[src/rtl/rect_draw_engine.sv]
// Rectangle rasteriser: walks a latched rectangle column-major and emits one
// pixel write per cycle, with outline mode, screen clipping and abort.
module rect_draw_engine #(
    parameter int unsigned COORD_W  = 10,
    parameter int unsigned COLOR_W  = 3,
    parameter int unsigned SCREEN_W = 160,
    parameter int unsigned SCREEN_H = 120
) (
    input  logic               clk,
    input  logic               resetn,
    input  logic               start,
    input  logic               abort,
    input  logic [COORD_W-1:0] x_in,
    input  logic [COORD_W-1:0] y_in,
    input  logic [COORD_W-1:0] width,
    input  logic [COORD_W-1:0] height,
    input  logic [COLOR_W-1:0] color_in,
    input  logic               mode,
    output logic               busy,
    output logic               done,
    output logic               writeEn,
    output logic [COORD_W-1:0] x_out,
    output logic [COORD_W-1:0] y_out,
    output logic [COLOR_W-1:0] color_out
);

    typedef enum logic [1:0] {
        StIdle   = 2'd0,
        StDraw   = 2'd1,
        StFinish = 2'd2
    } state_e;

    // Screen limits widened by one bit so they compare against carry-extended sums.
    localparam logic [COORD_W:0] ScrW = (COORD_W + 1)'(SCREEN_W);
    localparam logic [COORD_W:0] ScrH = (COORD_W + 1)'(SCREEN_H);

    state_e             state_q, state_d;
    logic [COORD_W-1:0] x_base_q, x_base_d;
    logic [COORD_W-1:0] y_base_q, y_base_d;
    logic [COORD_W-1:0] w_q, w_d;
    logic [COORD_W-1:0] h_q, h_d;
    logic [COLOR_W-1:0] color_q, color_d;
    logic               mode_q, mode_d;
    logic [COORD_W-1:0] cx_q, cx_d;
    logic [COORD_W-1:0] cy_q, cy_d;

    logic               cx_last;
    logic               cy_last;
    logic               drawing;
    logic [COORD_W:0]   x_sum;
    logic [COORD_W:0]   y_sum;
    logic               in_clip;
    logic               on_border;

    // State and latched-parameter registers.
    always_ff @(posedge clk or negedge resetn) begin
        if (!resetn) begin
            state_q  <= StIdle;
            x_base_q <= '0;
            y_base_q <= '0;
            w_q      <= '0;
            h_q      <= '0;
            color_q  <= '0;
            mode_q   <= 1'b0;
            cx_q     <= '0;
            cy_q     <= '0;
        end else begin
            state_q  <= state_d;
            x_base_q <= x_base_d;
            y_base_q <= y_base_d;
            w_q      <= w_d;
            h_q      <= h_d;
            color_q  <= color_d;
            mode_q   <= mode_d;
            cx_q     <= cx_d;
            cy_q     <= cy_d;
        end
    end

    // Counter end-of-row/column flags; only meaningful in DRAW where w_q, h_q >= 1.
    always_comb begin
        cx_last = (cx_q == w_q - 1'b1);
        cy_last = (cy_q == h_q - 1'b1);
    end

    // Next-state: request latch in IDLE, column-major walk in DRAW.
    always_comb begin
        state_d  = state_q;
        x_base_d = x_base_q;
        y_base_d = y_base_q;
        w_d      = w_q;
        h_d      = h_q;
        color_d  = color_q;
        mode_d   = mode_q;
        cx_d     = cx_q;
        cy_d     = cy_q;
        case (state_q)
            StIdle: begin
                if (start) begin
                    x_base_d = x_in;
                    y_base_d = y_in;
                    w_d      = width;
                    h_d      = height;
                    color_d  = color_in;
                    mode_d   = mode;
                    cx_d     = '0;
                    cy_d     = '0;
                    if (width == '0 || height == '0) begin
                        state_d = StFinish;
                    end else begin
                        state_d = StDraw;
                    end
                end
            end
            StDraw: begin
                if (abort) begin
                    state_d = StIdle;
                    cx_d    = '0;
                    cy_d    = '0;
                end else if (cx_last && cy_last) begin
                    state_d = StFinish;
                    cx_d    = '0;
                    cy_d    = '0;
                end else if (cy_last) begin
                    cy_d = '0;
                    cx_d = cx_q + 1'b1;
                end else begin
                    cy_d = cy_q + 1'b1;
                end
            end
            StFinish: begin
                state_d = StIdle;
            end
            default: begin
                state_d = StIdle;
            end
        endcase
    end

    // Pixel outputs: clip on the carry-extended sums so nothing wraps onto the screen.
    always_comb begin
        drawing   = (state_q == StDraw);
        x_sum     = {1'b0, x_base_q} + {1'b0, cx_q};
        y_sum     = {1'b0, y_base_q} + {1'b0, cy_q};
        in_clip   = !x_sum[COORD_W] && (x_sum < ScrW) && !y_sum[COORD_W] && (y_sum < ScrH);
        on_border = (cx_q == '0) || cx_last || (cy_q == '0) || cy_last;
        busy      = drawing;
        done      = (state_q == StFinish);
        writeEn   = drawing && in_clip && (!mode_q || on_border);
        x_out     = drawing ? x_sum[COORD_W-1:0] : '0;
        y_out     = drawing ? y_sum[COORD_W-1:0] : '0;
        color_out = drawing ? color_q : '0;
    end

endmodule

[config.mk]
export PLATFORM = sky130hd
export DESIGN_NAME = rect_draw_engine
export DESIGN_NICKNAME = d
export VERILOG_FILES = /design/src/rtl/rect_draw_engine.sv
export SDC_FILE = /design/constraint.sdc
export NUM_CORES = 1
export LEC_CHECK = 0
export CAP_MARGIN = 20
export CORE_ASPECT_RATIO = 1.25
export CORE_MARGIN = 4
export CORE_UTILIZATION = 49
export DETAILED_ROUTE_END_ITERATION = 12
export PLACE_DENSITY = 0.77
export SETUP_SLACK_MARGIN = 0.1
export SYNTH_ARGS = -nofsm -noshare
export SYNTH_HDL_FRONTEND = slang
export SYNTH_SLANG_ARGS = --single-unit
[constraint.sdc]
create_clock -name clk -period 3 [get_ports clk]
set_input_delay 0.75 -clock clk [delete_from_list [all_inputs] [get_ports clk]]
set_output_delay 0.75 -clock clk [all_outputs]
set_load 0.05 [all_outputs]
==> results of run 1 <==
[logic make-up after synthesis]
group | share of synthesized area
AO/OA/AOI/OAI | 0.173
XOR/XNOR | 0.0623
adder cells (fa/ha/maj) | 0.0787
buffers and inverters | 0.0458
flip-flops | 0.356
multiplexers | 0.0874
AND/OR/NAND/NOR | 0.197
[cell type report]
class | instances | area share
Inverter | 30 | 0.0159
Multi-Input combinational cell | 382 | 0.451
Clock inverter | 5 | 0.0145
Sequential cell | 66 | 0.234
Clock buffer | 11 | 0.0329
Timing Repair Buffer | 168 | 0.231
Tap cell | 123 | 0.0218
[power groups by stage]
stage                     clock (W)  sequential [W]  combinational [W]
after floorplan                   0         0.00143            0.00252
after global placement            0         0.00144            0.00398
after detailed placement          0         0.00147            0.00412
after CTS                   0.00121         0.00147            0.00433
after global routing        0.00125         0.00155            0.00498
final                       0.00120         0.00152            0.00472
[sequential cells by signal, summed over array words and instances, names as in the netlist]
signal    cells
color_q       3
cx_q         10
cy_q         10
h_q          10
mode_q        1
state_q       2
w_q          10
x_base_q     10
y_base_q     10
[path summary, 6_finish.rpt]
check | startpoint | end | cells after the start
hold reg to reg | color_q[0]$_DFFE_PN0P_ | color_q[0]$_DFFE_PN0P_ | 1
hold / removal | resetn | cy_q[9]$_DFFE_PN0P_ | 1
setup / recovery | w_q[1]$_DFFE_PN0P_ | writeEn | 8
min in group clk | color_q[0]$_DFFE_PN0P_ | color_q[0]$_DFFE_PN0P_ | 1
setup reg to reg | w_q[1]$_DFFE_PN0P_ | cx_q[9]$_DFFE_PN0P_ | 9
max in group asynchronous | resetn | cx_q[6]$_DFFE_PN0P_ | 2
[layer usage]
| metal | global-route usage | up-vias |
|---|---|---|
| met2 | 0.459 | 245 |
| met5 | 0 | - |
| li1 | - | 2146 |
| met1 | 0.304 | 2332 |
| met3 | 0.0352 | 55 |
| met4 | 0.128 | 0 |
[synth_stat cells, types with 3 or more instances]
library cell | number | area (um^2)
a211o_1 | 3 | 26.3
a211oi_1 | 8 | 60.1
a211oi_2 | 4 | 50.1
a21o_1 | 4 | 30.0
a21oi_1 | 13 | 65.1
a31oi_1 | 3 | 18.8
and2_1 | 7 | 43.8
and3_1 | 5 | 31.3
and3_2 | 3 | 22.5
buf_6 | 3 | 33.8
clkbuf_1 | 13 | 48.8
dfrtp_1 | 66 | 1650
ha_1 | 26 | 325
inv_1 | 29 | 109
mux2_2 | 36 | 405
nand2_1 | 27 | 101
nand2b_1 | 5 | 31.3
nand3_1 | 16 | 80.1
nand4_1 | 7 | 43.8
nand4b_1 | 3 | 26.3
nor2_1 | 39 | 146
nor2b_1 | 5 | 31.3
nor3_1 | 20 | 100
nor4_1 | 9 | 56.3
o21a_1 | 4 | 30.0
o21ai_0 | 37 | 185
o21bai_1 | 4 | 30.0
o22ai_1 | 5 | 31.3
o31ai_1 | 3 | 22.5
or3_1 | 8 | 50.1
or4_1 | 4 | 30.0
xnor2_1 | 17 | 149
xor2_1 | 16 | 140
[metrics by stage]
step	setup slack, ns	setup TNS (ns)	utilization	hold slack (ns)	total power [W]
after CTS	-0.576	-1.86	0.739	0.455	0.00701
after global placement	-0.209	-0.212	0.678	0.481	0.00542
final	-0.628	-2.68	0.771	0.440	0.00743
after global routing	-0.661	-3.41	0.771	0.491	0.00779
after floorplan	-0.223	-0.566	-	0.454	0.00395
after detailed placement	-0.277	-0.337	0.678	0.491	0.00560
[critical path: cells and delay by family (launching register included)]
family	cells	cell delay [ns]
flip-flops	1	0.39
buffers and inverters	1	0.14
AND/OR/NAND/NOR	6	1.84
XOR/XNOR	1	0.19
[timing repair]
item                                    in CTS  in global routing
gates resized for setup                     40                 39
setup buffers                               11                 13
pin swaps                                   22                 23
endpoints found under the setup margin      11                 17
==> flow_summary.toml, run 1 <==
[yosys]
postSynthAreaPerCell_um2 = 9.34
async_reset_ff_frac = 1.00
synthesis.nets = 573
ys_seq_area_frac = 0.356
netlist_area_mm2 = 0.00464
ys_ff_latch = 66
ys.warnings.count = 0
synth_edf_count = 0
syn_inst = 497
yosysUniqueCellTypes = 68
synth_flop_cell = "dfrtp_1"

[timing]
slew_viol_final = 0
hold_viol_final = 0
fin_ws_ns = -0.628
fin_crit_ns = 3.63
fin_crit_sh = 1.21
rsz0062_at_grt = "yes"
setup_viol = 10
clock_skew_ns = 0.00712
tightestPinTransition_ns = 0.650
max_slew_margin = 0.567
fmax_mhz = 276

[floorplanning]
die_w_um = 95.0
die_h_um = 117
core_mm2 = 0.00917
ios = 74
dieArea_mm2 = 0.0111
initial_core_util = 0.506
placementRows = 39

[critical_path]
cp-end-kind = "output pin"
slowest_stage = "or4_4"
slowest_delay_ns = 0.55
cp-start-kind = "register"
cp_data_required_time_ns = 2.25
cpMostUsedCell = "or4_4"
reg2reg_slack_ns = 0.28
crit_path_max_fanout = 2
crit_type = "reg -> out"
path_cells = "or4_4 -> or4_4 -> xnor2_2 -> nor3_2 -> and3_4 -> or3_4 -> and4_4 -> buf_12"
arrival_ns = 2.88

[pwr]
p_leak_nw = 2.98
switching_share = 0.438
p_int_w = 0.00418
power_frac_seq = 0.204
combPwrFrac = 0.634
power.density_mw_per_mm2 = 1050
p_switching_w = 0.00325
p_clk_frac = 0.162
ir_drop_v = 0.000582

[global_routing]
grt_use_total = 0.258
grt_pass1_vias = 4689
overflow = 0
antenna_found_initial = 0
grt_pass1_wl_um = 22300
grt_max_degree = 41

[cells_and_area]
antenna_cells = 0
final_nets = 733
final_cell_mix = "94 x buf_4, 66 x dfrtp_1, 47 x clkdlybuf4s50_1"
final_common_cell = "buf_4"
seqCellArea_mm2 = 0.00165
num-fill-cells = 577
finalNonFillerCells = 785
fin_area_mm2 = 0.00707
area_delta_synth_final_pct = 52.4
multiInputGateArea_mm2 = 0.00319
drive_above_1_share = 0.385

[clock_network]
root_buffer = "clkbuf_16"
clock_latency_ns = 0.33
path_clk_slew_ns = 0.06
cts_sinks = 66
clk_path_buf_depth = 2
cts-htree-levels = 3
postCtsHoldBufs = 0
cts_tree = "built"
cts_buffers = 9

[detailed_routing]
routed_wl_um = 15600
wl_met3_um = 949
wl_per_cell_um = 19.9
m1WireLength_um = 6040
firstDrtPassIters = 5
vias = 4778
topRoutingLayerUsed = "met4"
viasPerCell = 6.09
drtIter0Drc = 422
met2WireLength_um = 8030
antenna_left = 0
drc = 0

[min_path]
hold_path.class = "in -> async"

[place]
dp.cells = 750
place_congestion = 0.891
placed_cell_area_mm2 = 0.00622
portBuffers = 73
hpwl_um = 9870

[outcome]
failed_checks = "negative setup slack"
outcome = "finished with violations"

[flow_run]
maxCapViolCount = 0
Note: power is estimated with default switching activity, not from simulation.
==> run 2: changes to the inputs <==
Settings changed: ABC_AREA set to 1, CTS_CLUSTER_SIZE set to 40.
==> flow_summary.toml, run 2 <==
[critical_path]
cp-end-kind = "output pin"
crit_type = "reg -> out"
cp_data_required_time_ns = 2.25
slowest_stage = "dfrtp_1"
cp-start-kind = "register"
crit_path_max_fanout = 2
arrival_ns = 2.72
slowest_delay_ns = 0.37
path_cells = "ha_2 -> inv_2 -> fa_2 -> inv_2 -> nand3_1 -> nand2_1 -> xor2_1 -> nor2_1 -> nand3_1 -> nand2_1 -> nor2_1 -> nand4_1 -> nor3_4 -> buf_12"

[pwr]
power.density_mw_per_mm2 = 1040
p_int_w = 0.00366
ir_drop_v = 0.000808
p_leak_nw = 3.26
combPwrFrac = 0.620
p_switching_w = 0.00329
switching_share = 0.474
power_frac_seq = 0.219
p_clk_frac = 0.161

[timing]
max_slew_margin = 0.623
fin_crit_sh = 1.16
fmax_mhz = 288
holdWs_ns = 0.406
slew_viol_final = 0
hold_viol_final = 0
tightestPinTransition_ns = 0.566
setup_viol = 3
rsz0062_at_grt = "yes"
fin_ws_ns = -0.471
fin_crit_ns = 3.47
clock_skew_ns = 0.00818
setup-tns-final_ns = -0.586

[yosys]
yosysMostFrequentCell = "nand2_1"
synth_commonest_cells = "223 x nand2_1, 88 x inv_1, 70 x nor2_1"
netlist_area_mm2 = 0.00470
synth_xor_area_frac = 0.0410
ys_seq_area_frac = 0.352
synthMuxAreaShare = 0
synthSimpleGateAreaFrac = 0.353
ys_ff_latch = 66
yosys.area.top_type = "dfrtp_1"
syn_inst = 692
synthAdderAreaFrac = 0.0778
synth_top_family_by_area = "simple AND/OR/NAND/NOR gates"
synthTopCellsByArea = "dfrtp_1 35%, nand2_1 18%, inv_1 7.0%, ha_1 6.9%, nand3_1 5.9%"
yosysUniqueCellTypes = 37
synth_edf_count = 0
synth_compound_gate_area_share = 0.0885
async_reset_ff_frac = 1.00
synth_flop_cell = "dfrtp_1"
yosysTopAreaCellShare = 0.352
synthesis.nets = 768
ys.warnings.count = 0
postSynthAreaPerCell_um2 = 6.79

[floorplanning]
initial_core_util = 0.506
dieArea_mm2 = 0.0112
die_h_um = 117
die_w_um = 95.6
core_mm2 = 0.00927
ios = 74
placementRows = 39

[cells_and_area]
area_delta_synth_final_pct = 41.9
seqCellArea_mm2 = 0.00166
final_cell_mix = "210 x nand2_1, 84 x inv_1, 65 x nor2_1"
num-fill-cells = 726
multiInputGateArea_mm2 = 0.00297
final_nets = 882
drive_above_1_share = 0.199
fin_area_mm2 = 0.00666
antenna_cells = 0
final_common_cell = "nand2_1"

[global_routing]
overflow = 0
grt_pass1_vias = 4848
grt_max_degree = 67
grt_use_total = 0.244
grt_pass1_wl_um = 21800
antenna_found_initial = 0

[detailed_routing]
wl_per_cell_um = 15.2
drtIter0Drc = 291
routed_wl_um = 14100
firstDrtPassIters = 6
m1WireLength_um = 5390
wl_met3_um = 530
topRoutingLayerUsed = "met4"
met2WireLength_um = 7830
vias = 4989
drc = 0
antenna_left = 0
viasPerCell = 5.35

[place]
portBuffers = 73
placed_cell_area_mm2 = 0.00579
place_congestion = 0.878
placement.setup.worst_slack_ns = -0.00917
hpwl_um = 9500

[clock_network]
cts-htree-levels = 3
cts_buffers = 9
path_clk_slew_ns = 0.06
postCtsHoldBufs = 0
root_buffer = "clkbuf_16"
clock_latency_ns = 0.34
clk_path_buf_depth = 2
cts_sinks = 66
cts_tree = "built"

[flow_run]
maxCapViolCount = 0

[outcome]
failed_checks = "negative setup slack"
outcome = "finished with violations"

[min_path]
hold_path.class = "in -> async"
[run 2: cell types whose count changed after synthesis, moves of 11 or more]
| cell | before | now |
|---|---|---|
| nor3_1 | 20 | 9 |
| inv_1 | 29 | 88 |
| nor2_1 | 39 | 70 |
| nand3_1 | 16 | 55 |
| mux2_2 | 36 | 0 |
| nand2_1 | 27 | 223 |
[run 2: cells by family after synthesis]
group | count (synthesis)
compound gates | 78
xor+xnor | 22
fa+ha+maj | 28
buf+inv | 107
flops | 66
simple gates | 391
[run 2: final cells by class]
type | instances | share of cell area
sequential | 66 | 0.249
inverter | 93 | 0.0524
timing repair buffer | 117 | 0.183
clock inverter | 3 | 0.00977
clock buffer | 11 | 0.0364
multi-input combinational | 519 | 0.446
tap | 123 | 0.0231
[run 2: power by group through the flow]
| stage | clock [W] | combinational [W] | sequential (W) |
|---|---|---|---|
| after floorplan | 0 | 0.00256 | 0.00142 |
| after global placement | 0 | 0.00371 | 0.00148 |
| after detailed placement | 0 | 0.00378 | 0.00149 |
| after CTS | 0.00113 | 0.00402 | 0.00151 |
| after global routing | 0.00118 | 0.00467 | 0.00156 |
| final | 0.00112 | 0.00431 | 0.00152 |
[run 2: per-layer routing]
layer / vias to the layer above / GRT usage
met5: - / 0
met4: 0 / 0.0996
met3: 37 / 0.0345
met2: 149 / 0.444
met1: 2352 / 0.276
li1: 2451 / -
[run 2: path summary, 6_finish.rpt]
kind / from / to / slack, ns / cells after the start
max: y_base_q[0]$_DFFE_PN0P_ / writeEn / -0.47 / 14
min: resetn / y_base_q[3]$_DFFE_PN0P_ / 0.41 / 2
max reg2reg: h_q[0]$_DFFE_PN0P_ / cx_q[2]$_DFFE_PN0P_ / 0.61 / 17
min reg2reg: h_q[9]$_DFFE_PN0P_ / h_q[9]$_DFFE_PN0P_ / 0.50 / 2
max in group asynchronous: resetn / cx_q[4]$_DFFE_PN0P_ / 2.25 / 2
min in group clk: h_q[9]$_DFFE_PN0P_ / h_q[9]$_DFFE_PN0P_ / 0.50 / 2
[run 2: timing repair]
action,CTS,global route
hold endpoints to repair,0,0
gates resized for setup,39,35
buffers inserted,9,21
endpoints found under the setup margin,6,9
pin swaps,12,37
[run 2: through the flow]
step	cells	utilization	power [W]
6_report	932	0.718	0.00695
5_1_grt	932	0.718	0.00741
4_1_cts	912	0.686	0.00665
3_5_place_dp	889	0.625	0.00527
3_3_place_gp	889	0.625	0.00519
2_1_floorplan	692	-	0.00398
[run 2: worst max-delay path, delay by kind of cell (launching register included)]
kind	cells	cell delay, ns
AND/OR/NAND/NOR	8	0.98
adder cells (fa/ha/maj)	2	0.53
flip-flops	1	0.37
buffers and inverters	3	0.28
XOR/XNOR	1	0.22
==> run 3: changes to the inputs <==
Settings changed: CORE_MARGIN 4 to 3.
==> flow_summary.toml, run 3 (synthesis gave the netlist of run 2 again) <==
[outcome]
outcome = "finished with violations"
failed_checks = "negative setup slack"

[cells_and_area]
fin_area_mm2 = 0.00647
num-fill-cells = 700
antenna_cells = 0
final_common_cell = "nand2_1"
area_delta_synth_final_pct = 37.8
final_cell_mix = "213 x nand2_1, 83 x inv_1, 67 x nor2_1"
drive_above_1_share = 0.178
finalNonFillerCells = 920
fin_util = 0.702
final_nets = 868

[global_routing]
antenna_found_initial = 0
grt_pass1_wl_um = 21100
overflow = 0
grt_use_total = 0.246
grt_pass1_vias = 4687
grt_max_degree = 61

[floorplanning]
ios = 74
dieArea_mm2 = 0.0108
initial_core_util = 0.509
core_mm2 = 0.00922
placementRows = 39
die_h_um = 115
die_w_um = 93.6

[pwr]
ir_drop_v = 0.000670
power.density_mw_per_mm2 = 1040
p_leak_nw = 3.18

[clock_network]
cts_buffers = 9
cts_sinks = 66
root_buffer = "clkbuf_16"
cts-htree-levels = 3
cts_tree = "built"
path_clk_slew_ns = 0.05
clk_path_buf_depth = 2
clock_latency_ns = 0.33

[critical_path]
path_buf_inv = 3
cp_data_required_time_ns = 2.25
crit_type = "reg -> out"
path_cells = "ha_2 -> inv_2 -> fa_2 -> inv_2 -> nand3_2 -> nand2_2 -> xor2_1 -> nor2_1 -> nand3_1 -> nand2_1 -> nor2_1 -> nand4_1 -> nor3_4 -> buf_12"
cp_top_family = "simple AND/OR/NAND/NOR gates"
arrival_ns = 2.53
cp-end-kind = "output pin"
crit_path_max_fanout = 4
cp-start-kind = "register"
slowest_stage = "dfrtp_1"
slowest_delay_ns = 0.36

[timing]
holdWs_ns = 0.424
setup-tns-final_ns = -0.493
fin_ws_ns = -0.277
fin_crit_sh = 1.09
tightestPinTransition_ns = 0.593
hold_viol_final = 0
fmax_mhz = 305
max_slew_margin = 0.605
slew_viol_final = 0
fin_crit_ns = 3.28
setup_viol = 3
rsz0062_at_grt = "yes"
clock_skew_ns = 0.00844

[flow_run]
maxCapViolCount = 0

[min_path]
hold_path.class = "in -> async"

[detailed_routing]
routed_wl_um = 13200
viasPerCell = 5.25
wl_per_cell_um = 14.4
drc = 0
antenna_left = 0
firstDrtPassIters = 5
vias = 4832
drtIter0Drc = 207

[place]
place_congestion = 0.892
hpwl_um = 9580
dp.cells = 890
portBuffers = 73
placed_cell_area_mm2 = 0.00580
[run 3: changes by cell type in the layout (fill, tap and decap cells not counted), sizes merged]
cell / change
clkbuf: +3
bufinv: -1
clkinv: -1
buf: -14
inv: +1
[run 3: timing repair]
item                       CTS  global route
setup endpoints to repair    7             9
pin swaps                   15            14
setup buffers                6             8
gates resized for setup     31            29
cloned                       0             0
hold buffers                 0             0
[run 3: per-layer routing]
layer / global-route usage / wire length (um) / vias to the layer above
li1: - / - / 2411
met3: 0.0429 / 510 / 30
met1: 0.273 / 5100 / 2276
met4: 0.0944 / 336 / 0
met2: 0.464 / 7270 / 115
met5: 0 / 0 / -
[run 3: power by group]
part | internal [W] | switching, W
Sequential | 0.00122 | 0.000301
Combinational | 0.00160 | 0.00252
Clock | 0.000688 | 0.000373
Total | 0.00351 | 0.00319
[run 3: final timing paths]
check / startpoint / endpoint / slack, ns / cells after the start
setup / recovery: y_base_q[0]$_DFFE_PN0P_ / writeEn / -0.28 / 14
hold / removal: resetn / y_base_q[4]$_DFFE_PN0P_ / 0.42 / 1
setup reg to reg: h_q[0]$_DFFE_PN0P_ / cx_q[2]$_DFFE_PN0P_ / 0.68 / 15
hold reg to reg: h_q[9]$_DFFE_PN0P_ / h_q[9]$_DFFE_PN0P_ / 0.50 / 2
max in group asynchronous: resetn / cx_q[4]$_DFFE_PN0P_ / 1.92 / 2
min in group clk: h_q[9]$_DFFE_PN0P_ / h_q[9]$_DFFE_PN0P_ / 0.50 / 2
[run 3: layout make-up]
cell class	instances	area, um^2	area share
flip-flops and latches	66	1660	0.256
clock inverters	2	35.0	0.00541
well taps	123	154	0.0238
inverters	93	349	0.0539
multi-input cells	519	2900	0.448
repair buffers	103	1110	0.172
clock buffers	14	264	0.0408
[run 3: per-stage QoR]
| step | worst slack, ns | power [W] |
|---|---|---|
| after CTS | -0.337 | 0.00651 |
| after detailed placement | -0.0122 | 0.00527 |
| after global placement | 0.0715 | 0.00519 |
| after global routing | -0.416 | 0.00721 |
| after floorplan | 0.0319 | 0.00398 |
| final | -0.277 | 0.00670 |
